==> config.mk <==
export PLATFORM = sky130hd
export DESIGN_NAME = rns5_to_bin_mrc_flat
export DESIGN_NICKNAME = d
export VERILOG_FILES = /design/src/rtl/rns5_pkg.sv /design/src/rtl/rns5_to_bin_mrc_if.sv /design/src/rtl/rns_mrc_step.sv /design/src/rtl/rns5_to_bin_mrc.sv /design/src/flat_wrapper.sv
export SDC_FILE = /design/constraint.sdc
export NUM_CORES = 1
export LEC_CHECK = 0
export ABC_AREA = 1
export BUFFER_PORTS_ARGS = -buffer_cell sky130_fd_sc_hd__buf_2
export CAP_MARGIN = 40
export CORE_ASPECT_RATIO = 0.8
export CORE_MARGIN = 2
export CORE_UTILIZATION = 40
export DETAILED_ROUTE_END_ITERATION = 10
export PLACE_DENSITY = 0.57
export SYNTH_ARGS = -nofsm -noshare
export SYNTH_HDL_FRONTEND = slang
export SYNTH_SLANG_ARGS = --single-unit
export TNS_END_PERCENT = 50
==> constraint.sdc <==
create_clock -name clk -period 35.1 [get_ports clk]
set_input_delay 1.755 -clock clk [delete_from_list [all_inputs] [get_ports clk]]
set_output_delay 1.755 -clock clk [all_outputs]
set_load 0.01 [all_outputs]
==> src/rtl/rns5_pkg.sv <==
// Constants and helpers for the {101,103,107,109,113} residue-to-binary converter.
// INV_i_j is m_j^-1 mod m_i, used by the mixed-radix digit recurrence.
package rns5_pkg;

  localparam int XW = 34;
  localparam int RW = 7;

  localparam logic [RW-1:0] M1 = 7'd101;
  localparam logic [RW-1:0] M2 = 7'd103;
  localparam logic [RW-1:0] M3 = 7'd107;
  localparam logic [RW-1:0] M4 = 7'd109;
  localparam logic [RW-1:0] M5 = 7'd113;

  localparam logic [XW-1:0] MTOT = 34'd13710311357;
  localparam logic [XW-1:0] P1   = 34'd101;
  localparam logic [XW-1:0] P2   = 34'd10403;
  localparam logic [XW-1:0] P3   = 34'd1113121;
  localparam logic [XW-1:0] P4   = 34'd121330189;

  localparam logic [RW-1:0] INV_2_1 = 7'd51;
  localparam logic [RW-1:0] INV_3_1 = 7'd89;
  localparam logic [RW-1:0] INV_3_2 = 7'd80;
  localparam logic [RW-1:0] INV_4_1 = 7'd68;
  localparam logic [RW-1:0] INV_4_2 = 7'd18;
  localparam logic [RW-1:0] INV_4_3 = 7'd54;
  localparam logic [RW-1:0] INV_5_1 = 7'd47;
  localparam logic [RW-1:0] INV_5_2 = 7'd79;
  localparam logic [RW-1:0] INV_5_3 = 7'd94;
  localparam logic [RW-1:0] INV_5_4 = 7'd28;

  typedef enum logic [1:0] {
    IDLE = 2'd0,
    MRC  = 2'd1,
    ACC  = 2'd2,
    DONE = 2'd3
  } state_t;

  function automatic logic [RW-1:0] mod_of(input logic [2:0] idx);
    logic [RW-1:0] m;
    case (idx)
      3'd2:    m = M2;
      3'd3:    m = M3;
      3'd4:    m = M4;
      3'd5:    m = M5;
      default: m = M1;
    endcase
    return m;
  endfunction

  function automatic logic [RW-1:0] inv_of(input logic [2:0] i, input logic [2:0] j);
    logic [RW-1:0] v;
    case ({i, j})
      6'o21:   v = INV_2_1;
      6'o31:   v = INV_3_1;
      6'o32:   v = INV_3_2;
      6'o41:   v = INV_4_1;
      6'o42:   v = INV_4_2;
      6'o43:   v = INV_4_3;
      6'o51:   v = INV_5_1;
      6'o52:   v = INV_5_2;
      6'o53:   v = INV_5_3;
      6'o54:   v = INV_5_4;
      default: v = '0;
    endcase
    return v;
  endfunction

endpackage

==> src/rtl/rns5_to_bin_mrc_if.sv <==
// Residue-in / integer-out bus of the converter. master = upstream/downstream
// environment, slave = converter.
interface rns5_to_bin_mrc_if;

  // A transfer happens on a rising clock edge where valid and ready are both 1;
  // a source holds valid and its payload stable until that edge, and ready may
  // depend on state only, never combinationally on valid.
  logic [rns5_pkg::RW-1:0] R1;
  logic [rns5_pkg::RW-1:0] R2;
  logic [rns5_pkg::RW-1:0] R3;
  logic [rns5_pkg::RW-1:0] R4;
  logic [rns5_pkg::RW-1:0] R5;
  logic                    in_valid;
  logic                    in_ready;
  logic [rns5_pkg::XW-1:0] X;
  logic                    err;
  logic                    out_valid;
  logic                    out_ready;

  modport master (
    output R1, R2, R3, R4, R5, in_valid, out_ready,
    input  in_ready, X, err, out_valid
  );

  modport slave (
    input  R1, R2, R3, R4, R5, in_valid, out_ready,
    output in_ready, X, err, out_valid
  );

endinterface

==> src/rtl/rns_mrc_step.sv <==
// One mixed-radix step: ((t - a) mod m) * inv mod m, with the 14-bit product
// reduced by repeated 2^7 == (128 - m) folding and a final conditional subtract.
module rns_mrc_step
  import rns5_pkg::*;
(
  input  logic [RW-1:0] i_t,
  input  logic [RW-1:0] i_a,
  input  logic [RW-1:0] i_inv,
  input  logic [2:0]    i_sel,
  output logic [RW-1:0] o_r
);

  logic [RW-1:0] w_m;
  logic [RW-1:0] w_c;
  logic [7:0]    w_d;
  logic [RW-1:0] w_diff;
  logic [13:0]   w_p;
  logic [12:0]   w_s1;
  logic [10:0]   w_s2;
  logic [9:0]    w_s3;
  logic [8:0]    w_s4;
  logic [8:0]    w_r1;

  assign w_m = mod_of(i_sel);
  assign w_c = 7'd0 - w_m;

  // a < m_j < m_i, so one correction brings the difference into [0, m_i).
  assign w_d    = {1'b0, i_t} - {1'b0, i_a};
  assign w_diff = w_d[7] ? 7'(w_d + {1'b0, w_m}) : w_d[6:0];

  assign w_p  = {7'd0, w_diff} * {7'd0, i_inv};
  assign w_s1 = 13'(w_p[13:7])  * 13'(w_c) + 13'(w_p[6:0]);
  assign w_s2 = 11'(w_s1[12:7]) * 11'(w_c) + 11'(w_s1[6:0]);
  assign w_s3 = 10'(w_s2[10:7]) * 10'(w_c) + 10'(w_s2[6:0]);
  assign w_s4 = 9'(w_s3[9:7])   * 9'(w_c)  + 9'(w_s3[6:0]);

  assign w_r1 = (w_s4 >= 9'(w_m)) ? (w_s4 - 9'(w_m)) : w_s4;
  assign o_r  = (w_r1 >= 9'(w_m)) ? 7'(w_r1 - 9'(w_m)) : w_r1[6:0];

endmodule

==> src/rtl/rns5_to_bin_mrc.sv <==
// Residue-to-binary converter: load, ten mixed-radix steps, four Horner
// multiply-adds, then hold the result until the downstream takes it.
module rns5_to_bin_mrc
  import rns5_pkg::*;
(
  input  logic                 clk,
  input  logic                 rst_n,
  rns5_to_bin_mrc_if.slave     bus,
  output state_t               o_state
);

  state_t        r_state;
  state_t        w_next;
  logic [RW-1:0] r_t [1:5];
  logic [2:0]    r_i;
  logic [2:0]    r_j;
  logic [1:0]    r_k;
  logic [XW-1:0] r_x;
  logic          r_err;

  logic          w_bad;
  logic          w_mrc_last;
  logic [RW-1:0] w_step;
  logic [2:0]    w_acc_idx;
  logic [XW-1:0] w_mac;

  assign w_bad = (bus.R1 >= M1) | (bus.R2 >= M2) | (bus.R3 >= M3) |
                 (bus.R4 >= M4) | (bus.R5 >= M5);

  assign w_mrc_last = (r_i == 3'd5) && (r_j == 3'd4);

  rns_mrc_step u_step (
    .i_t   (r_t[r_i]),
    .i_a   (r_t[r_j]),
    .i_inv (inv_of(r_i, r_j)),
    .i_sel (r_i),
    .o_r   (w_step)
  );

  // Horner step k multiplies by m_(4-k) and adds digit a_(4-k).
  assign w_acc_idx = 3'd4 - {1'b0, r_k};
  assign w_mac     = r_x * XW'(mod_of(w_acc_idx)) + XW'(r_t[w_acc_idx]);

  always_ff @(posedge clk or negedge rst_n) begin
    if (!rst_n) r_state <= IDLE;
    else        r_state <= w_next;
  end

  always_comb begin
    w_next        = r_state;
    bus.in_ready  = 1'b0;
    bus.out_valid = 1'b0;
    case (r_state)
      IDLE: begin
        bus.in_ready = 1'b1;
        if (bus.in_valid) w_next = w_bad ? DONE : MRC;
      end
      MRC:  if (w_mrc_last) w_next = ACC;
      ACC:  if (r_k == 2'd3) w_next = DONE;
      DONE: begin
        bus.out_valid = 1'b1;
        if (bus.out_ready) w_next = IDLE;
      end
      default: w_next = IDLE;
    endcase
  end

  always_ff @(posedge clk or negedge rst_n) begin
    if (!rst_n) begin
      for (int n = 1; n <= 5; n++) r_t[n] <= '0;
      r_i   <= '0;
      r_j   <= '0;
      r_k   <= '0;
      r_x   <= '0;
      r_err <= 1'b0;
    end else begin
      case (r_state)
        IDLE: if (bus.in_valid) begin
          r_t[1] <= bus.R1;
          r_t[2] <= bus.R2;
          r_t[3] <= bus.R3;
          r_t[4] <= bus.R4;
          r_t[5] <= bus.R5;
          r_i    <= 3'd2;
          r_j    <= 3'd1;
          r_k    <= 2'd0;
          r_x    <= '0;
          r_err  <= w_bad;
        end
        MRC: begin
          r_t[r_i] <= w_step;
          if (r_j == r_i - 3'd1) begin
            // a5 seeds the Horner accumulator.
            if (r_i == 3'd5) r_x <= XW'(w_step);
            else             r_i <= r_i + 3'd1;
            r_j <= 3'd1;
          end else begin
            r_j <= r_j + 3'd1;
          end
        end
        ACC: begin
          r_x <= w_mac;
          r_k <= r_k + 2'd1;
        end
        default: ;
      endcase
    end
  end

  assign bus.X   = r_x;
  assign bus.err = r_err;
  assign o_state = r_state;

endmodule

==> src/flat_wrapper.sv <==
// flat-port wrapper written by rule: the top's interface ports become plain ports
module rns5_to_bin_mrc_flat import rns5_pkg::*;
  (clk, rst_n, o_state, bus_R1, bus_R2, bus_R3, bus_R4, bus_R5, bus_in_valid, bus_out_ready, bus_in_ready, bus_X, bus_err, bus_out_valid);
  rns5_to_bin_mrc_if bus_i ();
  input  logic clk;
  input  logic rst_n;
  output state_t o_state;
  input wire logic [$bits(bus_i.R1)-1:0] bus_R1;
  input wire logic [$bits(bus_i.R2)-1:0] bus_R2;
  input wire logic [$bits(bus_i.R3)-1:0] bus_R3;
  input wire logic [$bits(bus_i.R4)-1:0] bus_R4;
  input wire logic [$bits(bus_i.R5)-1:0] bus_R5;
  input wire logic [$bits(bus_i.in_valid)-1:0] bus_in_valid;
  input wire logic [$bits(bus_i.out_ready)-1:0] bus_out_ready;
  output wire logic [$bits(bus_i.in_ready)-1:0] bus_in_ready;
  output wire logic [$bits(bus_i.X)-1:0] bus_X;
  output wire logic [$bits(bus_i.err)-1:0] bus_err;
  output wire logic [$bits(bus_i.out_valid)-1:0] bus_out_valid;
  assign bus_i.R1 = bus_R1;
  assign bus_i.R2 = bus_R2;
  assign bus_i.R3 = bus_R3;
  assign bus_i.R4 = bus_R4;
  assign bus_i.R5 = bus_R5;
  assign bus_i.in_valid = bus_in_valid;
  assign bus_i.out_ready = bus_out_ready;
  assign bus_in_ready = bus_i.in_ready;
  assign bus_X = bus_i.X;
  assign bus_err = bus_i.err;
  assign bus_out_valid = bus_i.out_valid;
  rns5_to_bin_mrc u_core (.clk(clk), .rst_n(rst_n), .bus(bus_i), .o_state(o_state));
endmodule
==> flow_summary.toml, run 1 <==
[sta]
slew_headroom = 0.4339
finalHoldViolCount = 0
setup_slack_ns = 10.54
clock.fmax_ghz = 0.04072
finalMaxSlewViolations = 0
tightest_slew_ns = 0.8492
clock_skew_ns = 0.009413
setup_viol = 0
period_minus_slack_ns = 24.56
fin_crit_sh = 0.6997
tns_ns = 0
rsz0062_at_grt = "false"

[clocking]
clock_latency_ns = 0.35
h-tree-depth = 3
cts_buffers = 9
postCtsResizedCells = 0
post-cts-setup-buffer-count = 0
cts_buffer_depth = 2
cts_tree = "built"
clkSinkCount = 80
hold_buffers = 0
clk_pin_slew_ns = 0.06
cts-root-buf = "clkbuf_16"

[synthesis]
synth_ff_type = "dfrtp_1"
syn_area_mm2 = 0.01763
synth.largest_area_cell = "fa_1"
yosys.cell_count.top_type = "inv_1"
synthArstFlopShare = 1.000
yosys_warnings = 0
ys_types = 61
ys_ff_latch = 80
synth_top_area_frac = 0.2589
synth_edf_count = 0
synthTopCellsByCount = "inv_1, nand2_1, nor2_1, ha_1, fa_1"
synth.avg_cell_area_um2 = 7.734
synthTopCellsByArea = "fa_1, ha_1, dfrtp_1, inv_1, nand2_1"
syn-num-nets = 2779
netlist_instances = 2279
ys_seq_area_frac = 0.1136

[floorplanning]
coreArea_mm2 = 0.04331
std_cell_rows = 68
die_x_um = 238.7
die_h_um = 191.8
num_io_pins = 78
start_util = 0.4070
die-area_mm2 = 0.04577

[routing]
top_layer_used = "met5"
drt-pass1-iter-count = 5
totalWireLength_um = 51940
drt-met1-wl_um = 26720
vias = 15358
drt_iter0_drc = 1376
wl_met3_um = 3243
via_per_inst = 5.270
drc = 0
drtAntennaViolNets = 0
wl_met2_um = 21240
wl_per_cell_um = 17.83

[grt]
grt_pass1_wl_um = 85340
antenna_found_initial = 5
grt_pass1_vias = 15467
track_usage = 0.2353
grt_max_degree = 62
gr-total-overflow = 0

[placed_design]
io_buffers = 77
globalplace.congestion = 0.9177
dp_slack_ns = 10.73
place_hpwl_um = 43260

[setup_path]
slowest_delay_ns = 0.55
end_kind = "register"
cp.arrival_ns = 24.80
critPathMostFrequentCell = "inv_1"
cp-start-kind = "register"
worst-path-max-fanout = 10
cp_slowest_cell = "fa_1"
critPathKind = "register to register"
worstPathRequired_ns = 35.34

[finish]
areaGrowthSynthToFinish_pct = 7.893
final_util = 0.4392
multi_input_area_mm2 = 0.01361
drive_above_1_share = 0.07872
fin_nets = 2845
fill_cells = 4372
regArea_mm2 = 0.002002

[flow_run]
max-cap-violations = 0

[min_path]
hp-class = "register to register"

[status]
status = "complete, no violations"
-- registers in the layout (all words and copies together) (netlist names) --
name	cells
u_core.r_t	35
u_core.bus.X	34
u_core.r_i	3
u_core.r_j	3
u_core.o_state	2
u_core.r_k	2
u_core.bus.err	1
-- worst paths after layout --
| check | startpoint | to | slack [ns] | depth (start not counted) |
|---|---|---|---|---|
| setup / recovery | u_core.r_i[2] | u_core.bus.X[4] | 10.54 | 120 |
| hold / removal | u_core.bus.err | u_core.bus.err | 0.50 | 2 |
| setup reg to reg | u_core.r_i[2] | u_core.bus.X[4] | 10.54 | 120 |
| hold reg to reg | u_core.bus.err | u_core.bus.err | 0.50 | 2 |
| max in group asynchronous | rst_n | u_core.r_t[31] | 32.65 | 2 |
| min in group asynchronous | rst_n | u_core.bus.X[13] | 1.29 | 1 |
-- per-layer routing --
metal / GRT usage / vias up
met5: 0 / -
li1: - / 7374
met1: 0.3739 / 7468
met3: 0.03277 / 50
met2: 0.3377 / 462
met4: 0.04159 / 4
-- stage by stage --
step,instance area [µm²],instances,hold slack (ns)
6_report,19020,2914,0.5000
5_1_grt,19010,2912,0.5545
4_1_cts,19010,2910,0.5002
3_5_place_dp,18700,2894,0.4831
3_3_place_gp,18650,2888,0.4777
2_1_floorplan,17630,2279,0.4949
-- placed cells by master (no fill, tap or decap), types with 9 or more instances in the layout --
| cell | instances |
|---|---|
| nor2_1 | 280 |
| nand2_1 | 283 |
| nor3_1 | 10 |
| ha_1 | 233 |
| xor2_1 | 33 |
| o21ai_1 | 15 |
| a22oi_1 | 10 |
| nand3_1 | 68 |
| nand4_1 | 29 |
| xnor2_1 | 26 |
| fa_1 | 228 |
| buf_4 | 20 |
| clkbuf_16 | 9 |
| or2_2 | 15 |
| o21bai_1 | 10 |
| a31oi_1 | 9 |
| nand2_2 | 16 |
| o21ai_0 | 101 |
| buf_2 | 78 |
| dfrtp_1 | 80 |
| o221ai_1 | 11 |
| o22ai_1 | 11 |
| inv_1 | 479 |
| a21oi_1 | 193 |
-- critical path, delay by kind of cell (launching register included) --
kind / cells / cell delay (ns)
flip-flops: 1 / 0.45
adder cells (fa/ha/maj): 28 / 11.82
buffers and inverters: 28 / 2.24
AO/OA/AOI/OAI: 24 / 3.72
XOR/XNOR: 5 / 1.33
AND/OR/NAND/NOR: 35 / 4.84
-- final cells by class --
type / instances / share of cell area
Sequential cell: 80 / 0.1053
Inverter: 486 / 0.09605
Clock buffer: 12 / 0.01349
Clock inverter: 4 / 0.002763
Multi-Input combinational cell: 1669 / 0.7159
Antenna cell: 4 / 0.0005263
Timing Repair Buffer: 99 / 0.02921
Tap cell: 560 / 0.03684
-- logic make-up (layout without fill, tap and decap cells) --
group                    count (synthesis)  in the layout  synth area share
AO/OA/AOI/OAI                          409            409            0.1339
XOR/XNOR                                60             60           0.03024
adder cells (fa/ha/maj)                461            461            0.4243
buffers and inverters                  530            601            0.1141
flip-flops                              80             80            0.1136
other                                    0              4                 0
AND/OR/NAND/NOR                        739            739            0.1838
Power of run 1 is not shown: default switching activity piles up to over one toggle a cycle in this logic, so the estimate is an artifact.
==> run 2: changes to the inputs <==
Settings changed: ABC_AREA 1 to 0, PLACE_DENSITY 0.57 to 0.59.
Clock period 35.1 ns to 20.3 ns, I/O delays scaled along.
==> run 2 against run 1 <==
Effect of this change: the run now ends with setup timing left; register-to-register slack lost 12 ns; final cell count is 1.2% higher; sequential share of layout area down 1.5 points; first-iteration DRC count fell by 30%; clock skew grew 0.0050 ns; clock-buffer cell count fell by 3; critical endpoint is now u_core.r_t[6]; largest cell class unchanged; highest routed layer is now met4.
==> flow_summary.toml, run 2 <==
[setup_path]
slowest_delay_ns = 0.58
worstPathRequired_ns = 20.56
critPathMostFrequentCell = "fa_1"
critPathKind = "register to register"
cp-start-kind = "register"
cp.arrival_ns = 21.91
r2r_slack_ns = -1.35
worst-path-max-fanout = 6
end_kind = "register"
cp_slowest_cell = "or4_4"

[clocking]
clk_pin_slew_ns = 0.07
cts_buffer_depth = 2
cts-root-buf = "clkbuf_16"
h-tree-depth = 3
cts_tree = "built"
cts_buffers = 9
clock_latency_ns = 0.36
hold_buffers = 0
clkSinkCount = 80

[sta]
finalMaxSlewViolations = 0
clock_skew_ns = 0.01445
period_minus_slack_ns = 21.65
tns_ns = -52.14
slew_headroom = 0.3024
rsz0062_at_grt = "true"
tightest_slew_ns = 1.020
finalHoldViolCount = 0
setup_slack_ns = -1.354
fin_crit_sh = 1.067
setup_viol = 42
clock.fmax_ghz = 0.04618

[floorplanning]
die-area_mm2 = 0.04633
std_cell_rows = 69
start_util = 0.4037
die_x_um = 240.2
die_h_um = 192.9
num_io_pins = 78
coreArea_mm2 = 0.04420

[synthesis]
synthTopCellsByArea = "fa_1, ha_1, dfrtp_1, inv_1, nor2_1"
synth.largest_area_cell = "fa_1"
yosys_warnings = 0
syn-num-nets = 2510
syn_area_mm2 = 0.01785
yosys.cell_count.top_type = "inv_1"
synth_edf_count = 0
synth_top_area_frac = 0.2558
ys_seq_area_frac = 0.1122
ys_ff_latch = 80
synth_ff_type = "dfrtp_1"
synthArstFlopShare = 1.000
synthTopCellsByCount = "inv_1, ha_1, fa_1, nor2_1, nand2_1"
ys_types = 82
netlist_instances = 2010
synth.avg_cell_area_um2 = 8.879

[finish]
largest_register = "u_core.r_t"
n_antenna_cell = 0
largest_reg_flops = 35
stdcell_area_mm2 = 0.02223
final_util = 0.5028
layout_commonest_cell = "buf_4"
drive_above_1_share = 0.2556
fin_cells = 2950
areaGrowthSynthToFinish_pct = 24.55
final_cell_mix = "buf_4, inv_1, fa_1, ha_1, nor2_1"
fin_nets = 2842
fill_cells = 4226

[routing]
via_per_inst = 5.348
totalWireLength_um = 52530
drtAntennaViolNets = 0
drc = 0
drt_iter0_drc = 968
wl_per_cell_um = 17.81
drt-pass1-iter-count = 5
vias = 15776

[grt]
grt_pass1_vias = 16042
track_usage = 0.2309
antenna_found_initial = 0
grt_max_degree = 69
grt_pass1_wl_um = 85030
gr-total-overflow = 0

[status]
violations = "setup timing"
status = "complete, but fails checks"

[flow_run]
max-cap-violations = 0

[placed_design]
globalplace.congestion = 0.9261
dp.cells = 2906
place_hpwl_um = 41750
post_dp_cell_area_mm2 = 0.02127
io_buffers = 77

[min_path]
hp-class = "register to register"
run 2: metrics by stage:
| stage | hold slack, ns | setup WS [ns] |
|---|---|---|
| after global placement | 0.5241 | -1.329 |
| after floorplan | 0.5041 | -0.9922 |
| final | 0.5683 | -1.354 |
| after global routing | 0.5941 | -2.271 |
| after detailed placement | 0.5569 | -1.727 |
| after CTS | 0.5746 | -1.254 |
run 2: final timing paths:
path | from | endpoint | cells after the start
max in group asynchronous | rst_n | u_core.r_i[2] | 2
hold / removal | u_core.bus.err | u_core.bus.err | 2
setup / recovery | u_core.r_i[2] | u_core.r_t[6] | 101
hold reg to reg | u_core.bus.err | u_core.bus.err | 2
min in group asynchronous | rst_n | u_core.bus.X[20] | 1
setup reg to reg | u_core.r_i[2] | u_core.r_t[6] | 101
run 2: layout make-up:
cell class              count  area, µm²  share of cell area
multi-input cells        1578      15310              0.6889
clock buffers               9      225.2             0.01013
clock inverters             7      82.58            0.003715
well taps                 603      754.5             0.03395
inverters                 288       1090             0.04903
flip-flops and latches     80       2004             0.09018
repair buffers            385       2759              0.1241
run 2: layer usage:
metal | vias up | share of wire | GRT usage
met4 | 0 | 0.018 | 0.05136
li1 | 7458 | - | -
met1 | 7830 | 0.48 | 0.3422
met5 | - | 0 | 0
met2 | 423 | 0.45 | 0.3612
met3 | 65 | 0.052 | 0.02618
run 2: repair_timing:
action | in CTS | in global routing
pin swaps | 51 | 44
gates resized for setup | 41 | 65
gates cloned | 0 | 0
setup buffers | 18 | 11
hold endpoints to repair | 0 | 0
endpoints found under the setup margin | 42 | 42
run 2: critical path, delay by kind of cell (launching register included):
family / cells / cell delay [ns]
muxes: 1 / 0.21
and+or+nand+nor: 14 / 2.34
adders and majority gates: 27 / 10.84
xor gates and xnor gates: 4 / 0.59
DFF: 1 / 0.47
buffers and inverters: 22 / 1.63
AOI/OAI and AO/OA: 33 / 5.48
run 2: cells by family (layout without fill, tap and decap cells):
kind of cell               count (synthesis)  count (layout)  synth area share
and+or+nand+nor                          548             548            0.1549
AOI/OAI and AO/OA                        432             432            0.1633
xor gates and xnor gates                  87              87           0.04312
DFF                                       80              80            0.1122
buffers and inverters                    352             689           0.07698
muxes                                     50              50           0.03043
adders and majority gates                461             461            0.4191
Power of run 2 is left out for the same reason.
